===== src/rtl/vram_arbiter.sv =====
// Single-port framebuffer arbiter: video scan-out reads win every active pixel strobe,
// and the game-logic writer is served in the free slots through a req/ack handshake.
module vram_arbiter #(
    parameter int FB_W = 160,
    parameter int FB_H = 120,
    parameter int AW   = 15
) (
    input  logic          i_clk,
    input  logic          i_rst,
    input  logic          i_pix_stb,
    input  logic          i_active,
    input  logic [9:0]    i_x,
    input  logic [9:0]    i_y,
    input  logic          i_wr_req,
    input  logic          i_wr_we,
    input  logic [AW-1:0] i_wr_addr,
    input  logic [7:0]    i_wr_data,
    output logic          o_wr_ack,
    output logic [7:0]    o_wr_rdata,
    output logic [AW-1:0] o_mem_addr,
    output logic          o_mem_we,
    output logic [7:0]    o_mem_wdata,
    input  logic [7:0]    i_mem_rdata,
    output logic [7:0]    o_pixel
);

    localparam logic [AW-1:0] FB_SIZE = AW'(FB_W * FB_H);
    localparam logic [1:0] V_NONE = 2'd0;
    localparam logic [1:0] V_PIX  = 2'd1;
    localparam logic [1:0] V_BLK  = 2'd2;

    typedef enum logic [2:0] {
        W_IDLE,
        W_WRITE,
        W_RD1,
        W_RD2,
        W_HOLD
    } wstate_t;

    wstate_t       r_state;
    wstate_t       w_state_nxt;
    logic          w_grant;
    logic          w_ack_nxt;

    logic          w_vid;
    logic          w_blk;
    logic          w_in_range;
    logic [AW-1:0] w_yb;
    logic [AW-1:0] w_vaddr;

    logic [AW-1:0] r_mem_addr;
    logic          r_mem_we;
    logic [7:0]    r_mem_wdata;
    logic [7:0]    r_pixel;
    logic [7:0]    r_wr_rdata;
    logic          r_wr_ack;
    logic          r_rd_oor;
    logic [1:0]    r_vt0;
    logic [1:0]    r_vt1;
    logic          r_rt0;
    logic          r_rt1;

    assign w_vid      = i_pix_stb & i_active;
    assign w_blk      = i_pix_stb & ~i_active;
    assign w_in_range = (i_wr_addr < FB_SIZE);

    // (y>>2)*160 as (y<<7)+(y<<5); the largest result (19199) fits without wrap.
    assign w_yb    = AW'(i_y[9:2]);
    assign w_vaddr = (w_yb << 7) + (w_yb << 5) + AW'(i_x[9:2]);

    always_ff @(posedge i_clk) begin
        if (i_rst) begin
            r_state <= W_IDLE;
        end else begin
            r_state <= w_state_nxt;
        end
    end

    always_comb begin
        w_state_nxt = r_state;
        case (r_state)
            W_IDLE: begin
                if (w_grant) begin
                    w_state_nxt = i_wr_we ? W_WRITE : W_RD1;
                end
            end
            W_WRITE: w_state_nxt = W_HOLD;
            W_RD1:   w_state_nxt = W_RD2;
            W_RD2:   w_state_nxt = W_HOLD;
            W_HOLD:  w_state_nxt = W_IDLE;
            default: w_state_nxt = W_IDLE;
        endcase
    end

    // W_HOLD keeps a still-high request from re-issuing in the cycle ack is visible.
    always_comb begin
        w_grant   = (r_state == W_IDLE) & i_wr_req & ~w_vid;
        w_ack_nxt = (r_state == W_WRITE) | (r_state == W_RD2);
    end

    always_ff @(posedge i_clk) begin
        if (i_rst) begin
            r_mem_addr  <= '0;
            r_mem_we    <= 1'b0;
            r_mem_wdata <= '0;
            r_pixel     <= '0;
            r_wr_rdata  <= '0;
            r_wr_ack    <= 1'b0;
            r_rd_oor    <= 1'b0;
            r_vt0       <= V_NONE;
            r_vt1       <= V_NONE;
            r_rt0       <= 1'b0;
            r_rt1       <= 1'b0;
        end else begin
            if (w_vid) begin
                r_mem_addr <= w_vaddr;
                r_mem_we   <= 1'b0;
            end else if (w_grant) begin
                r_mem_addr  <= i_wr_addr;
                r_mem_we    <= i_wr_we & w_in_range;
                r_mem_wdata <= i_wr_data;
            end else begin
                r_mem_we <= 1'b0;
            end

            if (w_grant) begin
                r_rd_oor <= ~w_in_range;
            end

            // Video and writer-read tags travel separately so a return in either
            // lane can never be steered into the other.
            r_vt0 <= w_vid ? V_PIX : (w_blk ? V_BLK : V_NONE);
            r_vt1 <= r_vt0;
            r_rt0 <= w_grant & ~i_wr_we;
            r_rt1 <= r_rt0;

            case (r_vt1)
                V_PIX:   r_pixel <= i_mem_rdata;
                V_BLK:   r_pixel <= '0;
                default: r_pixel <= r_pixel;
            endcase

            if (r_rt1) begin
                r_wr_rdata <= r_rd_oor ? 8'h00 : i_mem_rdata;
            end

            r_wr_ack <= w_ack_nxt;
        end
    end

    assign o_mem_addr  = r_mem_addr;
    assign o_mem_we    = r_mem_we;
    assign o_mem_wdata = r_mem_wdata;
    assign o_pixel     = r_pixel;
    assign o_wr_rdata  = r_wr_rdata;
    assign o_wr_ack    = r_wr_ack;

endmodule

===== config.mk =====
export PLATFORM = sky130hd
export DESIGN_NAME = vram_arbiter
export DESIGN_NICKNAME = d
export VERILOG_FILES = /design/src/rtl/vram_arbiter.sv
export SDC_FILE = /design/constraint.sdc
export NUM_CORES = 1
export LEC_CHECK = 0
export BUFFER_PORTS_ARGS = -buffer_cell sky130_fd_sc_hd__buf_2
export CAP_MARGIN = 10
export CORE_ASPECT_RATIO = 1.75
export CORE_MARGIN = 2
export CORE_UTILIZATION = 43
export CTS_BUF_LIST = sky130_fd_sc_hd__clkbuf_16
export CTS_CLUSTER_SIZE = 25
export DETAILED_ROUTE_END_ITERATION = 8
export PLACE_DENSITY_LB_ADDON = 0.05
export SYNTH_ARGS = -nofsm -noshare
export SYNTH_HDL_FRONTEND = slang
export SYNTH_SLANG_ARGS = --single-unit

===== constraint.sdc =====
create_clock -name i_clk -period 2.71 [get_ports i_clk]
set_clock_uncertainty 0.2 [all_clocks]
set_input_delay 0.6775 -clock i_clk [delete_from_list [all_inputs] [get_ports i_clk]]
set_output_delay 0.6775 -clock i_clk [all_outputs]
set_load 0.01 [all_outputs]

Word level (Yosys, flattened, before mapping)
Index checks and enable logic that the tools add are counted.

cells by class
  add/sub/neg operators = 2
  order comparisons = 1
  equal/unequal tests = 6
  mux-type cells = 9
  bitwise gates (word level) = 12
  reductions and logical operators = 7

operator list
  operator                                                               count
  15-bit 2-to-1 mux                                                      2
  8-bit case mux with 2 select lines                                     1
  15-bit by 13-bit adder with 15-bit output                              1
  15-bit by 8-bit adder with 15-bit output                               1
  15-bit less-than comparator, second input constant                     1
  3-bit case mux with 3 select lines                                     1
  8-bit 2-to-1 mux                                                       1
  1-bit bitwise AND                                                      6
  3-bit by 2-bit equality test with 1-bit output, second input constant  2
  1-bit NOT                                                              5
  2-bit 2-to-1 mux                                                       2
  2-bit nonzero test                                                     2
  2-bit OR reduction                                                     2
  3-bit by 1-bit equality test with 1-bit output, second input constant  1
  3-bit zero test                                                        1
  3-bit 2-to-1 mux                                                       1
  3-bit OR reduction                                                     1
  2-bit by 1-bit equality test with 1-bit output, second input constant  1
  2-bit equality test, second input constant                             1
  2-bit inequality test, second input constant                           1
  2-bit AND reduction                                                    1
  1-bit 2-to-1 mux                                                       1
  1-bit bitwise OR                                                       1

storage, ports and cells
  register bits = 51
  input bits = 57
  output and inout bits = 41
  logic and storage cells = 50

Depth between registers and ports, before layout
  depth after elaboration = 5
  depth in mapped cells = 8
  gate-level depth less buffers = 8

Worst setup path after synthesis
No wires, ideal clock.

  path type = input port to flip-flop
  start point = input port i_x[9]
  end point = register r_mem_addr[14], in the netlist o_mem_addr[14]
  setup time = 103 ps
  data arrival time = 2478 ps
  data required time = 2407 ps
  slack = -71 ps
  stages on the path = 8
  path buffers = 0
  path through = inv_1 > fa_1 > inv_1 > fa_1 > nand3_1 > a211oi_1 > o211a_1 > a2111oi_2

on the way
  longest elaborated chain between the ends = 2

RTL lines
  element                                   line  source
  from (decl)                               12    input logic [9:0] i_x,
  15-bit by 8-bit adder with 15-bit output  69    assign w_vaddr = (w_yb << 7) + (w_yb << 5) + AW'(i_x[9:2]);
  15-bit 2-to-1 mux                         115   if (w_vid) begin
  to (signal assigned)                      116   r_mem_addr <= w_vaddr;
  to (signal assigned)                      119   r_mem_addr <= i_wr_addr;
  to (decl)                                 51    logic [AW-1:0] r_mem_addr;

No other way between the ends.
A chain may end at the register's enable or synchronous reset.

Final worst setup path
Same ends and word-level chain as after synthesis.

==> metrics.log <==
[metrics] post-synthesis net count: ~330
[metrics] worst IR drop on VDD: 0.301 mV
[metrics] met1 layer wirelength in the final routing: 2040 um
[metrics] arrival time reported for the critical path endpoint: 2.54 ns
[metrics] portion of synthesized cell area occupied by the leading cell type: 0.430
[metrics] top-level I/O count: between 90 and 100
[metrics] cell area after layout: 3150 um^2
[metrics] Detailed Route WL: between 5000 and 6000 um
[metrics] sum of negative setup slack: 0 ns
[metrics] delay of the slowest cell on the worst path: 0.53 ns
[metrics] peak fanout along the critical path: 3
[metrics] Initial Utilization: 0.448
[metrics] insertion delay of the later-clocked pin in the worst-skew pair: about 0.28 ns
[metrics] total power after layout: 1890 uW
[metrics] Period Utilization, post-route: 0.944
[metrics] DRT antenna net count: 0
[metrics] Final Max Slew Viols: 0
[metrics] y dimension of the die: around 100 um
[metrics] number of buffers between clock root and the deepest sink: 2
[metrics] clock tree from TritonCTS: yes
[metrics] endpoint class of the critical path: register
[metrics] Resized cells post-CTS: 0
[metrics] worst hold slack after final layout: 0.232 ns
[metrics] count of endpoints failing hold in the final timing report: 0
[metrics] Max-Slew Margin vs Limit: 0.571
[metrics] Top Layer Used: met4
[metrics] static power due to leakage: 0.00155 uW
[metrics] sequential element share of the synthesized area: 0.430
[metrics] count of max-cap constraint violations: 0
[metrics] Residual DRC: 0
[metrics] site row count: 35
[metrics] post-DR vias/cell: between 4 and 5
[metrics] Core Region: 5300 um^2
[metrics] met2 layer wire length in the routed design: 2910 um
[metrics] wire length of the first global-routing pass: approximately 8500 um
[metrics] shortest clock period the worst path allows after layout: 2.56 ns
[metrics] Worst setup SP type: primary input
[metrics] type of the setup path with the least slack: primary input to register
[metrics] share of cells above drive strength 1: 0.341
[metrics] maximum number of pins on one net before global-route repair: 34
[metrics] PD cells: roughly 600 nW/um^2
[metrics] via count of the first global-routing pass: 2028
[metrics] fill cell total of the finished layout: 513
[metrics] achievable frequency: roughly 390 MHz
[metrics] routability-driven placement congestion ratio: 0.746
[metrics] Reg clk slew, reported paths: 0.07 ns
[metrics] CP cell instances: buf_2 > inv_1 > fa_1 > inv_1 > fa_2 > nand3_2 > a211oi_1 > o211a_1 > a2111oi_2
[metrics] 1st-iter DRT viols: 66
[metrics] DR WL met3: 237 um
[metrics] unrepaired setup endpoints after global routing: no
[metrics] vias after detailed routing: 2143
[metrics] distinct cell type count of the synthesized netlist: 39
[metrics] CP max-delay cell: sky130_fd_sc_hd__fa_1
[metrics] post-DP HPWL: ~4100 um
[metrics] total iterations of the first detailed-routing run: 4
[metrics] residual overflow from global routing: 0
[metrics] Synth area leader: sky130_fd_sc_hd__dfxtp_1
[metrics] average instance area after synthesis: 9.20 um^2
[metrics] DP Area: 2970 um^2
[metrics] crit-path most repeated cell: sky130_fd_sc_hd__inv_1
[metrics] number of antenna violations at the first check in global routing: 0
[metrics] Num CTS Buffers: 5
[metrics] clock root cell: sky130_fd_sc_hd__clkbuf_16
[metrics] mean routed wirelength per cell: 12.2 um
[metrics] Yosys warnings: 0
[metrics] setup bufs post-CTS: 0
[metrics] Final setup violation count: 0
[metrics] flip-flop and latch count after synthesis: just over 50
[metrics] overall track demand over capacity in global routing: 0.179
[metrics] Horiz. Die Dim: 60.2 um
[metrics] CTS Hold Buffers Added: 0
[metrics] Synth Instances: approximately 260
[metrics] final standard cell utilization of the core: 0.594
[metrics] CTS Sinks: 51
[metrics] actual slew at the worst max-slew pin: 0.643 ns
[metrics] count of port buffers added during placement: 93
[metrics] outcome: complete, no violations
[metrics] number of nets in the layout: 432
[metrics] hold crit path type: register to register
[metrics] CTS H-Tree Depth: 2
[metrics] required time worst endpoint: ~2.7 ns
[metrics] cell types occupying the most area after synthesis: sky130_fd_sc_hd__dfxtp_1 (43%), sky130_fd_sc_hd__ha_1 (8.4%), sky130_fd_sc_hd__a21oi_1 (5.9%), sky130_fd_sc_hd__mux2i_1 (5.1%), sky130_fd_sc_hd__a211oi_1 (4.7%)
[metrics] antenna diode instance count: 0
[metrics] area of the mapped netlist: 2370 um^2
[metrics] area added between synthesis and finish: 32.5%
[metrics] overall die area: 6160 um^2
==> synthesized netlist by cell type <==
master and count:
sky130_fd_sc_hd__nor3b_1 4, sky130_fd_sc_hd__a311oi_1 1, sky130_fd_sc_hd__and2_2 1, sky130_fd_sc_hd__nand4_1 1, sky130_fd_sc_hd__nor4_1 2, sky130_fd_sc_hd__nor4b_2 1
sky130_fd_sc_hd__or3_1 1, sky130_fd_sc_hd__xor2_1 1, sky130_fd_sc_hd__nor2b_1 17, sky130_fd_sc_hd__fa_1 2, sky130_fd_sc_hd__dfxtp_1 51, sky130_fd_sc_hd__a2111oi_2 2
sky130_fd_sc_hd__buf_1 1, sky130_fd_sc_hd__buf_6 1, sky130_fd_sc_hd__o21a_1 1, sky130_fd_sc_hd__a31o_1 1, sky130_fd_sc_hd__buf_2 2, sky130_fd_sc_hd__and2_1 1
sky130_fd_sc_hd__a22oi_1 7, sky130_fd_sc_hd__o21ai_0 2, sky130_fd_sc_hd__xnor2_1 2, sky130_fd_sc_hd__o211a_1 2, sky130_fd_sc_hd__inv_1 8, sky130_fd_sc_hd__a211oi_1 15
sky130_fd_sc_hd__o211ai_1 1, sky130_fd_sc_hd__nand3_1 2, sky130_fd_sc_hd__mux2i_1 12, sky130_fd_sc_hd__nor3_1 2, sky130_fd_sc_hd__or4_1 1, sky130_fd_sc_hd__nand2_1 24
sky130_fd_sc_hd__buf_12 1, sky130_fd_sc_hd__a21o_1 2, sky130_fd_sc_hd__and3_1 2, sky130_fd_sc_hd__ha_1 16, sky130_fd_sc_hd__o31ai_1 1, sky130_fd_sc_hd__o311ai_0 1
sky130_fd_sc_hd__clkbuf_1 9, sky130_fd_sc_hd__nor2_1 29, sky130_fd_sc_hd__a21oi_1 28
==> sequential cells by signal, summed over array words and instances (netlist names) <==
name,flops
o_mem_addr,15
o_mem_wdata,8
o_mem_we,1
o_pixel,8
o_wr_ack,1
o_wr_rdata,8
r_rd_oor,1
r_rt0,1
r_rt1,1
r_state,3
r_vt0,2
r_vt1,2
==> logic make-up (layout without fill, tap and decap cells) <==
family,Yosys count,after routing,share of synthesized area
xor gates and xnor gates,3,3,0.0111
adders and majority gates,18,18,0.101
and+or+nand+nor,88,88,0.181
DFF,51,51,0.430
AOI/OAI and AO/OA,64,64,0.181
muxes,12,12,0.0506
buffers and inverters,22,122,0.0458
==> final cells by class <==
cell class              instances  area [um^2]  area share
well taps                      74         92.6      0.0294
clock buffers                   5          125      0.0398
clock inverters                 3         43.8      0.0139
repair buffers                106          563       0.179
inverters                       8         30.0     0.00955
multi-input cells             185         1270       0.404
flip-flops and latches         51         1020       0.325
==> power breakdown <==
group	total (uW)	internal, uW	switching [uW]
Clock	694	435	259
Sequential	820	797	23.2
Combinational	380	181	200
==> critical path, delay by kind of cell <==
family | cells | cell delay, ns
adder cells (fa/ha/maj) | 2 | 0.90
buffers and inverters | 3 | 0.17
AND/OR/NAND/NOR | 1 | 0.12
AO/OA/AOI/OAI | 3 | 0.67
==> path summary, 6_finish.rpt <==
kind	start	endpoint	slack, ns	cells after the start
worst min-delay path	r_vt0[1]$_SDFF_PP0_	r_vt1[1]$_SDFF_PP0_	0.23	1
worst min register to register	r_vt0[1]$_SDFF_PP0_	r_vt1[1]$_SDFF_PP0_	0.23	1
worst max register to register	r_state[0]$_SDFFE_PP0P_	o_mem_addr[10]$_SDFFE_PP0P_	0.84	5
worst max-delay path	i_x[9]	o_mem_addr[14]$_SDFFE_PP0P_	0.15	9
==> stage by stage <==
stage	cells	setup WS, ns
after floorplan	258	0.00634
after global placement	424	-0.183
after detailed placement	424	-0.208
after CTS	432	0.0888
after global routing	432	0.00599
final	432	0.151
==> cells in the final DEF, fill, tap and decap left out, types with 2 or more instances in the layout <==
| cell | Yosys | routed |
|---|---|---|
| sky130_fd_sc_hd__buf_2 | 2 | 93 |
| sky130_fd_sc_hd__dfxtp_1 | 51 | 51 |
| sky130_fd_sc_hd__nor2_1 | 29 | 29 |
| sky130_fd_sc_hd__a21oi_1 | 28 | 27 |
| sky130_fd_sc_hd__nand2_1 | 24 | 24 |
| sky130_fd_sc_hd__nor2b_1 | 17 | 17 |
| sky130_fd_sc_hd__ha_1 | 16 | 16 |
| sky130_fd_sc_hd__a211oi_1 | 15 | 15 |
| sky130_fd_sc_hd__buf_4 | 0 | 13 |
| sky130_fd_sc_hd__mux2i_1 | 12 | 12 |
| sky130_fd_sc_hd__inv_1 | 8 | 8 |
| sky130_fd_sc_hd__a22oi_1 | 7 | 7 |
| sky130_fd_sc_hd__clkbuf_16 | 0 | 5 |
| sky130_fd_sc_hd__nor3b_1 | 4 | 4 |
| sky130_fd_sc_hd__nand3_2 | 0 | 2 |
| sky130_fd_sc_hd__a21o_1 | 2 | 2 |
| sky130_fd_sc_hd__and3_1 | 2 | 2 |
| sky130_fd_sc_hd__o211a_1 | 2 | 2 |
| sky130_fd_sc_hd__nor4_1 | 2 | 2 |
| sky130_fd_sc_hd__a2111oi_2 | 2 | 2 |
| sky130_fd_sc_hd__o21ai_0 | 2 | 2 |
| sky130_fd_sc_hd__xnor2_1 | 2 | 2 |
| sky130_fd_sc_hd__nor3_1 | 2 | 2 |
==> routing by layer <==
| metal | GRT usage | vias to the layer above |
|---|---|---|
| li1 | - | 1109 |
| met5 | 0 | - |
| met1 | 0.181 | 973 |
| met2 | 0.343 | 54 |
| met3 | 0.0380 | 7 |
| met4 | 0.0667 | 0 |
Power figures use the tool's default switching activity.
